## src/rtl/bcd_serial_addsub_ctrl.sv

```systemverilog
// ---------------------------------------------------------------------------
// bcd_serial_addsub_ctrl
//
// Purpose:
//    Sequences one shared single-digit BCD adder to perform DIGITS-wide BCD
//    addition or subtraction, one digit per clock, least significant digit
//    first. Subtraction is A + 9's-complement(B) + 1. A negative difference
//    is re-complemented by a second pass (CORR) through the same adder, so
//    the result comes back as sign + magnitude.
//
// Ports:
//    clk      in   system clock, rising edge
//    rst_n    in   synchronous, active-low reset
//    start    in   operation request, sampled only in IDLE
//    sub      in   0 = A+B, 1 = A-B (latched with start)
//    a, b     in   packed BCD operands, digit 0 at [3:0]
//    da_o     out  digit adder operand 1
//    db_o     out  digit adder operand 2
//    dcin_o   out  digit adder carry in
//    dsum_i   in   digit adder BCD sum (combinational, same cycle)
//    dcout_i  in   digit adder decimal carry out
//    busy     out  high whenever not IDLE
//    done     out  one-cycle completion pulse
//    result   out  BCD magnitude
//    cout     out  add: decimal overflow; sub: always 0
//    neg      out  sub: result negative; add: always 0
// ---------------------------------------------------------------------------
module bcd_serial_addsub_ctrl #(
   parameter int DIGITS = 4
) (
   input  logic                clk,
   input  logic                rst_n,
   input  logic                start,
   input  logic                sub,
   input  logic [4*DIGITS-1:0] a,
   input  logic [4*DIGITS-1:0] b,
   output logic [3:0]          da_o,
   output logic [3:0]          db_o,
   output logic                dcin_o,
   input  logic [3:0]          dsum_i,
   input  logic                dcout_i,
   output logic                busy,
   output logic                done,
   output logic [4*DIGITS-1:0] result,
   output logic                cout,
   output logic                neg
);

   localparam int IDX_W   = (DIGITS > 1) ? $clog2(DIGITS) : 1;
   localparam int N_SLOTS = 2 ** IDX_W;
   localparam logic [IDX_W-1:0] LAST_IDX = IDX_W'(DIGITS - 1);

   localparam logic [1:0] S_IDLE = 2'd0;
   localparam logic [1:0] S_ADD  = 2'd1;
   localparam logic [1:0] S_CORR = 2'd2;
   localparam logic [1:0] S_DONE = 2'd3;

   logic [1:0]          r_state;
   logic [4*DIGITS-1:0] r_a;
   logic [4*DIGITS-1:0] r_b;
   logic                r_sub;
   logic [IDX_W-1:0]    r_idx;
   logic                r_carry;
   logic [4*DIGITS-1:0] r_result;
   logic                r_cout;
   logic                r_neg;

   // Digit views padded to a power of two so any idx value selects a
   // defined slot; the unused slots are never reached.
   logic [3:0] w_a_dig [N_SLOTS];
   logic [3:0] w_b_dig [N_SLOTS];
   logic [3:0] w_r_dig [N_SLOTS];
   logic [3:0] w_a_cur;
   logic [3:0] w_b_cur;
   logic [3:0] w_r_cur;
   logic       w_last;

   genvar gi;
   generate
      for (gi = 0; gi < N_SLOTS; gi++) begin : g_dig
         if (gi < DIGITS) begin : g_real
            assign w_a_dig[gi] = r_a[4*gi +: 4];
            assign w_b_dig[gi] = r_b[4*gi +: 4];
            assign w_r_dig[gi] = r_result[4*gi +: 4];
         end else begin : g_pad
            assign w_a_dig[gi] = 4'd0;
            assign w_b_dig[gi] = 4'd0;
            assign w_r_dig[gi] = 4'd0;
         end
      end
   endgenerate

   assign w_a_cur = w_a_dig[r_idx];
   assign w_b_cur = w_b_dig[r_idx];
   assign w_r_cur = w_r_dig[r_idx];
   assign w_last  = (r_idx == LAST_IDX);

   // Adder operands are driven from state so the adder sum is available
   // within the same cycle for capture at the next edge.
   always_comb begin
      da_o   = 4'd0;
      db_o   = 4'd0;
      dcin_o = 1'b0;
      case (r_state)
         S_ADD: begin
            da_o   = w_a_cur;
            db_o   = r_sub ? (4'd9 - w_b_cur) : w_b_cur;
            dcin_o = r_carry;
         end
         S_CORR: begin
            db_o   = 4'd9 - w_r_cur;
            dcin_o = r_carry;
         end
         default: ;
      endcase
   end

   always_ff @(posedge clk) begin
      if (!rst_n) begin
         r_state  <= S_IDLE;
         r_a      <= '0;
         r_b      <= '0;
         r_sub    <= 1'b0;
         r_idx    <= '0;
         r_carry  <= 1'b0;
         r_result <= '0;
         r_cout   <= 1'b0;
         r_neg    <= 1'b0;
      end else begin
         case (r_state)
            S_IDLE: begin
               if (start) begin
                  r_a      <= a;
                  r_b      <= b;
                  r_sub    <= sub;
                  r_result <= '0;
                  r_cout   <= 1'b0;
                  r_neg    <= 1'b0;
                  r_idx    <= '0;
                  // Subtraction's "+1" enters as the initial carry.
                  r_carry  <= sub;
                  r_state  <= S_ADD;
               end
            end
            S_ADD, S_CORR: begin
               for (int i = 0; i < DIGITS; i++) begin
                  if (r_idx == IDX_W'(i)) begin
                     r_result[4*i +: 4] <= dsum_i;
                  end
               end
               r_carry <= dcout_i;
               if (!w_last) begin
                  r_idx <= r_idx + 1'b1;
               end else if (r_state == S_CORR) begin
                  // End carry of the re-complement pass is meaningless.
                  r_state <= S_DONE;
               end else if (!r_sub) begin
                  r_cout  <= dcout_i;
                  r_state <= S_DONE;
               end else if (dcout_i) begin
                  r_state <= S_DONE;
               end else begin
                  // No end carry on subtract: A<B, result is the 10's
                  // complement of the magnitude, so complement it again.
                  r_neg   <= 1'b1;
                  r_idx   <= '0;
                  r_carry <= 1'b1;
                  r_state <= S_CORR;
               end
            end
            default: begin
               r_state <= S_IDLE;
            end
         endcase
      end
   end

   assign busy   = (r_state != S_IDLE);
   assign done   = (r_state == S_DONE);
   assign result = r_result;
   assign cout   = r_cout;
   assign neg    = r_neg;

endmodule

```

## config.mk

```make
export PLATFORM = sky130hd
export DESIGN_NAME = bcd_serial_addsub_ctrl
export DESIGN_NICKNAME = d
export VERILOG_FILES = /design/src/rtl/bcd_serial_addsub_ctrl.sv
export SDC_FILE = /design/constraint.sdc
export NUM_CORES = 1
export LEC_CHECK = 0
export CAP_MARGIN = 25
export CORE_MARGIN = 5
export CORE_UTILIZATION = 53
export CTS_CLUSTER_SIZE = 40
export DETAILED_ROUTE_END_ITERATION = 10
export HOLD_SLACK_MARGIN = 0.12
export PLACE_DENSITY_LB_ADDON = 0.1
export SETUP_SLACK_MARGIN = 0.3
export SKIP_LAST_GASP = 1
export SLEW_MARGIN = 0
export SYNTH_ARGS = -nofsm -noshare
export SYNTH_HDL_FRONTEND = slang
export SYNTH_SLANG_ARGS = --single-unit
```

## constraint.sdc

```tcl
create_clock -name clk -period 6.4 [get_ports clk]
set_input_delay 0.96 -clock clk [delete_from_list [all_inputs] [get_ports clk]]
set_output_delay 0.96 -clock clk [all_outputs]
set_load 0.03 [all_outputs]
```

== Word level (Yosys, flattened, before mapping) ==
Index checks and enable logic that the tools add are counted.
Storage, ports and cells
  register bits: 56
  bits in latches: 0
  RAM bits: 0
  ROM bits: 0
  bits of input ports: 41
  output and inout port bits: 29
  word-level logic and storage cells: 96
  memories: 0
Cells by class
  add/sub/neg operators: 3
  multiply operators: 0
  div/mod/pow operators: 0
  magnitude comparators: 1
  equal/unequal tests: 18
  shift operators: 0
  muxes and demuxes: 46
  bitwise operators: 1
  reductions and logical operators: 15
Operators with widths (number)
  two-way mux 4 bit: 12
  one-hot mux 16 bit (2 select lines): 1
  binary-select mux 4 bit (select 2 bit): 3
  two-way mux 1 bit: 16
  two-way mux 16 bit: 1
  two-way mux 2 bit: 7
  AND reduction 3 bit: 4
  inequality test 2 x 1 -> 1 bit (second input constant): 5
  AND reduction 5 bit: 2
  inequality test 3 bit (second input constant): 3
  == test 2 bit (second input constant): 4
  inequality test 2 bit (second input constant): 4
  one-hot mux 2 bit (2 select lines): 2
  one-hot mux 4 bit (2 select lines): 1
  subtractor 4 bit (first input constant): 2
  one-hot mux 1 bit (2 select lines): 3
  AND reduction 2 bit: 3
  AND reduction 6 bit: 1
  == test 2 x 1 -> 1 bit (second input constant): 2
  logical NOT 2 bit: 2
  nonzero test 2 bit: 2
  >= comparator 3 bit (second input constant): 1
  inverter 2 -> 3 bit: 1
  adder 2 x 1 -> 2 bit (second input constant): 1
  OR reduction 2 bit: 1

== Longest topological paths before layout ==
  depth after elaboration: 7
  mapped depth: 9
  mapped depth without buffers: 7

== Worst setup path after synthesis ==
OpenSTA, ideal clock, no wires.
  path kind: reg2out
  from: register r_idx[0]
  to: output port db_o[3]
  data arrival time: 2.392 ns
  required time: 5.440 ns
  path slack: 3.048 ns
  cell stages (with the launch flop): 9
  path buffers: 2
  path through: dfxtp_1 > buf_2 > buf_4 > mux4_2 > inv_1 > ha_1 > xnor2_1 > mux2i_1 > o21ai_0
Between the ends
  longest elaborated chain between the ends: 7
  elaborated cells on any way between the ends: 11
  those cells by class: add/sub (2); mux (8); bitwise (1)
Ends and longest elaborated chain
  start: declaration: line 62  | logic [IDX_W-1:0] r_idx;
  start signal: assignment: line 153  | r_idx <= r_idx + 1'b1;
  inverter 2 -> 3 bit (implied by the code) (*): line 94, 95
  binary-select mux 4 bit (select 2 bit): line 94  | assign w_b_cur = w_b_dig[r_idx];
  two-way mux 4 bit (implied by the code) (2 in a row): line 94
  subtractor 4 bit: line 107  | db_o = r_sub ? (4'd9 - w_b_cur) : w_b_cur;
  two-way mux 4 bit: line 107
  one-hot mux 4 bit (2 select lines) (*): line 104  | case (r_state)
  end: declaration: line 38  | output logic [3:0] db_o,
Mark *: on every way between the ends. The rest lies on a longest branch, timed or not. The select of a mux whose other input is x is not followed.

== Final worst setup path ==
  from: register r_idx[1]
  to: output port db_o[3]
Same word-level chain as after synthesis.

==> impl_metrics.ini <==
[sta]
final_max_slew_viol_count = 0
hold_ws_ns = 0.4684
fin_skew_ns = 0.009944
rsz0062_at_grt = no
fin_crit_sh = 0.6420
final-setup-viol-count = 0
fmax_mhz = 243.4
final.min_clock_period_ns = 4.109
setup_tns_ns = 0
hold_viol_final = 0
worstMarginPinSlew_ns = 0.7570
relSlewSlack = 0.4947

[detailed_routing]
drt_pass1_iterations = 4
drt-met1-wl_um = 3016
wl_per_cell_um = 14.63
drc = 0
drt_wl_total_um = 6480
route.vias.total = 2346
antenna_left = 0
wl_met3_um = 456
vias_per_cell = 5.296
route.top_layer_used = met4
first_iter_violations = 103
wl_met2_um = 2910

[grt]
grt_max_degree = 62
grt_antenna_before_repair = 0
grt_pass1_wl_um = 11220
grt_pass1_vias = 2391
grt.total_usage = 0.1926
overflow = 0

[worst_setup_path]
critPathSlowestCell = dfxtp_1
critPathTopFamily = flip-flops
rr_worst_depth = 6
path_buf_inv = 2
critical_path_required_ns = 5.44
cp.arrival_ns = 3.15
startpoint_type = flip-flop
crit_cells = 8
crit_chain = mux4_2 > inv_1 > ha_1 > nand2_1 > xnor2_1 > nand3_1 > o21ai_0 > clkdlybuf4s50_1
max_stage_delay_ns = 0.83
worstSetupPathType = reg -> out
cp_max_fo = 16
endpoint_kind = output pin

[pwr]
leakage_uw = 0.001339
power.density_nw_per_um2 = 279.9
switchingPower_uw = 377.5
clockPowerShare = 0.191
power_frac_seq = 0.414
vdd_drop_max_mv = 0.1342
combPwrFrac = 0.395
p_int_uw = 658.5
swShare = 0.3644

[synthesis]
yosys_warnings = 0
syn_avg_cell_area_sq_um = 9.145
syn_nets = 365
netlist_area_sq_um = 2872
ys_seq_area_frac = 0.3904
synth.top_cell.area_share = 0.3904
synth.distinct_cells = 32
synth.area.top_cells = dfxtp_1, nand2_1, a21boi_0
synth_seq_cells = 56
synthCells = 314
yosysTopAreaCell = dfxtp_1

[clock_network]
clk-insertion-delay-late_ns = 0.32
clk_pin_slew_ns = 0.10
cts_root_buf = clkbuf_8
cts_resized = 0
clock-sinks = 56
htreeDepth = 2
cts-hold-fix-buffers = 0
cts_tree = built
postCtsSetupBuffers = 0
cts_buffer_depth = 2
cts-buffers-inserted = 5

[placed_design]
gp_congestion = 0.8509
hpwl_um = 4767
dp_cells = 435
port_buffers = 69

[finish]
drive_above_1_share = 0.07239
areaGrowthSynthToFinish_pct = 28.89
final_common_cell = nand2_1
antenna_cells = 0
multi_input_area_sq_um = 1593
instances_no_fill = 443
nNetsFinal = 423
layout_common_cells = nand2_1, clkdlybuf4s50_1, dfxtp_1
nFillCells = 398
regArea_sq_um = 1121

[floorplanning]
start_util = 0.5552
top_level_ports = 70
dieArea_sq_um = 6990
fp-row-count = 26
die_h_um = 83.61
die_w_um = 83.61
coreArea_sq_um = 5172

[min_path]
min_path_type = reg -> reg
holdPathStages = 2

[run]
drv_cap = 0

[run_status]
status = completed
==> power by group through the flow <==
stage / combinational (uW) / clock [uW] / sequential (uW)
floorplan: 265 / 0 / 445
global placement: 384 / 0 / 436
detailed placement: 409 / 0 / 437
CTS: 412 / 202 / 429
global route: 449 / 211 / 434
finish: 409 / 198 / 429
==> layout make-up <==
class | count | area share
Tap cell | 70 | 0.02366
Clock inverter | 3 | 0.005747
Multi-Input combinational cell | 223 | 0.4304
Timing Repair Buffer | 73 | 0.2055
Inverter | 13 | 0.01318
Clock buffer | 5 | 0.01859
Sequential cell | 56 | 0.3029
==> synthesized netlist by cell type <==
| cell | n |
|---|---|
| a311oi_2 | 1 |
| a21boi_0 | 35 |
| and2_1 | 10 |
| o32ai_1 | 1 |
| o41ai_1 | 1 |
| and2b_2 | 1 |
| nand2_1 | 74 |
| a21oi_2 | 1 |
| mux2_2 | 1 |
| o211ai_1 | 2 |
| buf_4 | 1 |
| mux4_2 | 10 |
| a22oi_1 | 2 |
| clkbuf_1 | 13 |
| dfxtp_1 | 56 |
| a21oi_1 | 4 |
| xnor2_1 | 5 |
| a31oi_1 | 2 |
| nor4_1 | 1 |
| nand3_1 | 3 |
| o21ai_0 | 6 |
| mux2i_1 | 22 |
| buf_6 | 2 |
| nor3_4 | 1 |
| buf_2 | 6 |
| nand3b_1 | 1 |
| nor2b_1 | 21 |
| nand4_1 | 4 |
| inv_1 | 13 |
| nor2_1 | 3 |
| or3b_1 | 1 |
| ha_1 | 10 |
==> kinds of logic after synthesis <==
logic type / Yosys count / synth area share
simple gates: 120 / 0.1987
flops: 56 / 0.3904
compound gates: 55 / 0.1381
buf+inv: 35 / 0.05491
mux: 33 / 0.1590
fa+ha+maj: 10 / 0.04357
xor+xnor: 5 / 0.01525
==> sequential cells by signal, summed over array words and instances, names as in the netlist <==
| signal | count |
|---|---|
| r_a | 16 |
| neg | 1 |
| r_sub | 1 |
| cout | 1 |
| r_state | 2 |
| result | 16 |
| r_idx | 2 |
| r_carry | 1 |
| r_b | 16 |
==> path summary, 6_finish.rpt <==
path                                         startpoint                      to  slack [ns]
worst max-delay path              r_idx[1]$_SDFFE_PN0P_                 db_o[3]        2.29
worst min register to register      r_a[3]$_SDFFE_PN0P_     r_a[3]$_SDFFE_PN0P_        0.47
worst min-delay path                r_a[3]$_SDFFE_PN0P_     r_a[3]$_SDFFE_PN0P_        0.47
worst max register to register  r_state[0]$_SDFFE_PN0P_  result[4]$_SDFFE_PN0P_        3.97
==> through the flow <==
stage	total power, uW	worst slack, ns	cell area (sq um)	util
5_1_grt	1094	2.119	3701	0.7155
3_3_place_gp	819.7	2.696	3556	0.6875
3_5_place_dp	845.7	2.657	3611	0.6981
4_1_cts	1043	2.285	3701	0.7155
6_report	1036	2.291	3701	0.7155
2_1_floorplan	710.2	3.048	2872	-
==> per-layer routing <==
layer  vias up  track usage
met4         0      0.06140
met3         9      0.04146
met5         -            0
li1       1173            -
met2        71       0.3138
met1      1093       0.2545
==> tightest hold or removal path, cell delays in order, from the launching register on <==
cell and delay, ns:
dfxtp_1 0.32, nand2_1 0.04, a21boi_0 0.06
(Power assumes the default switching activity.)
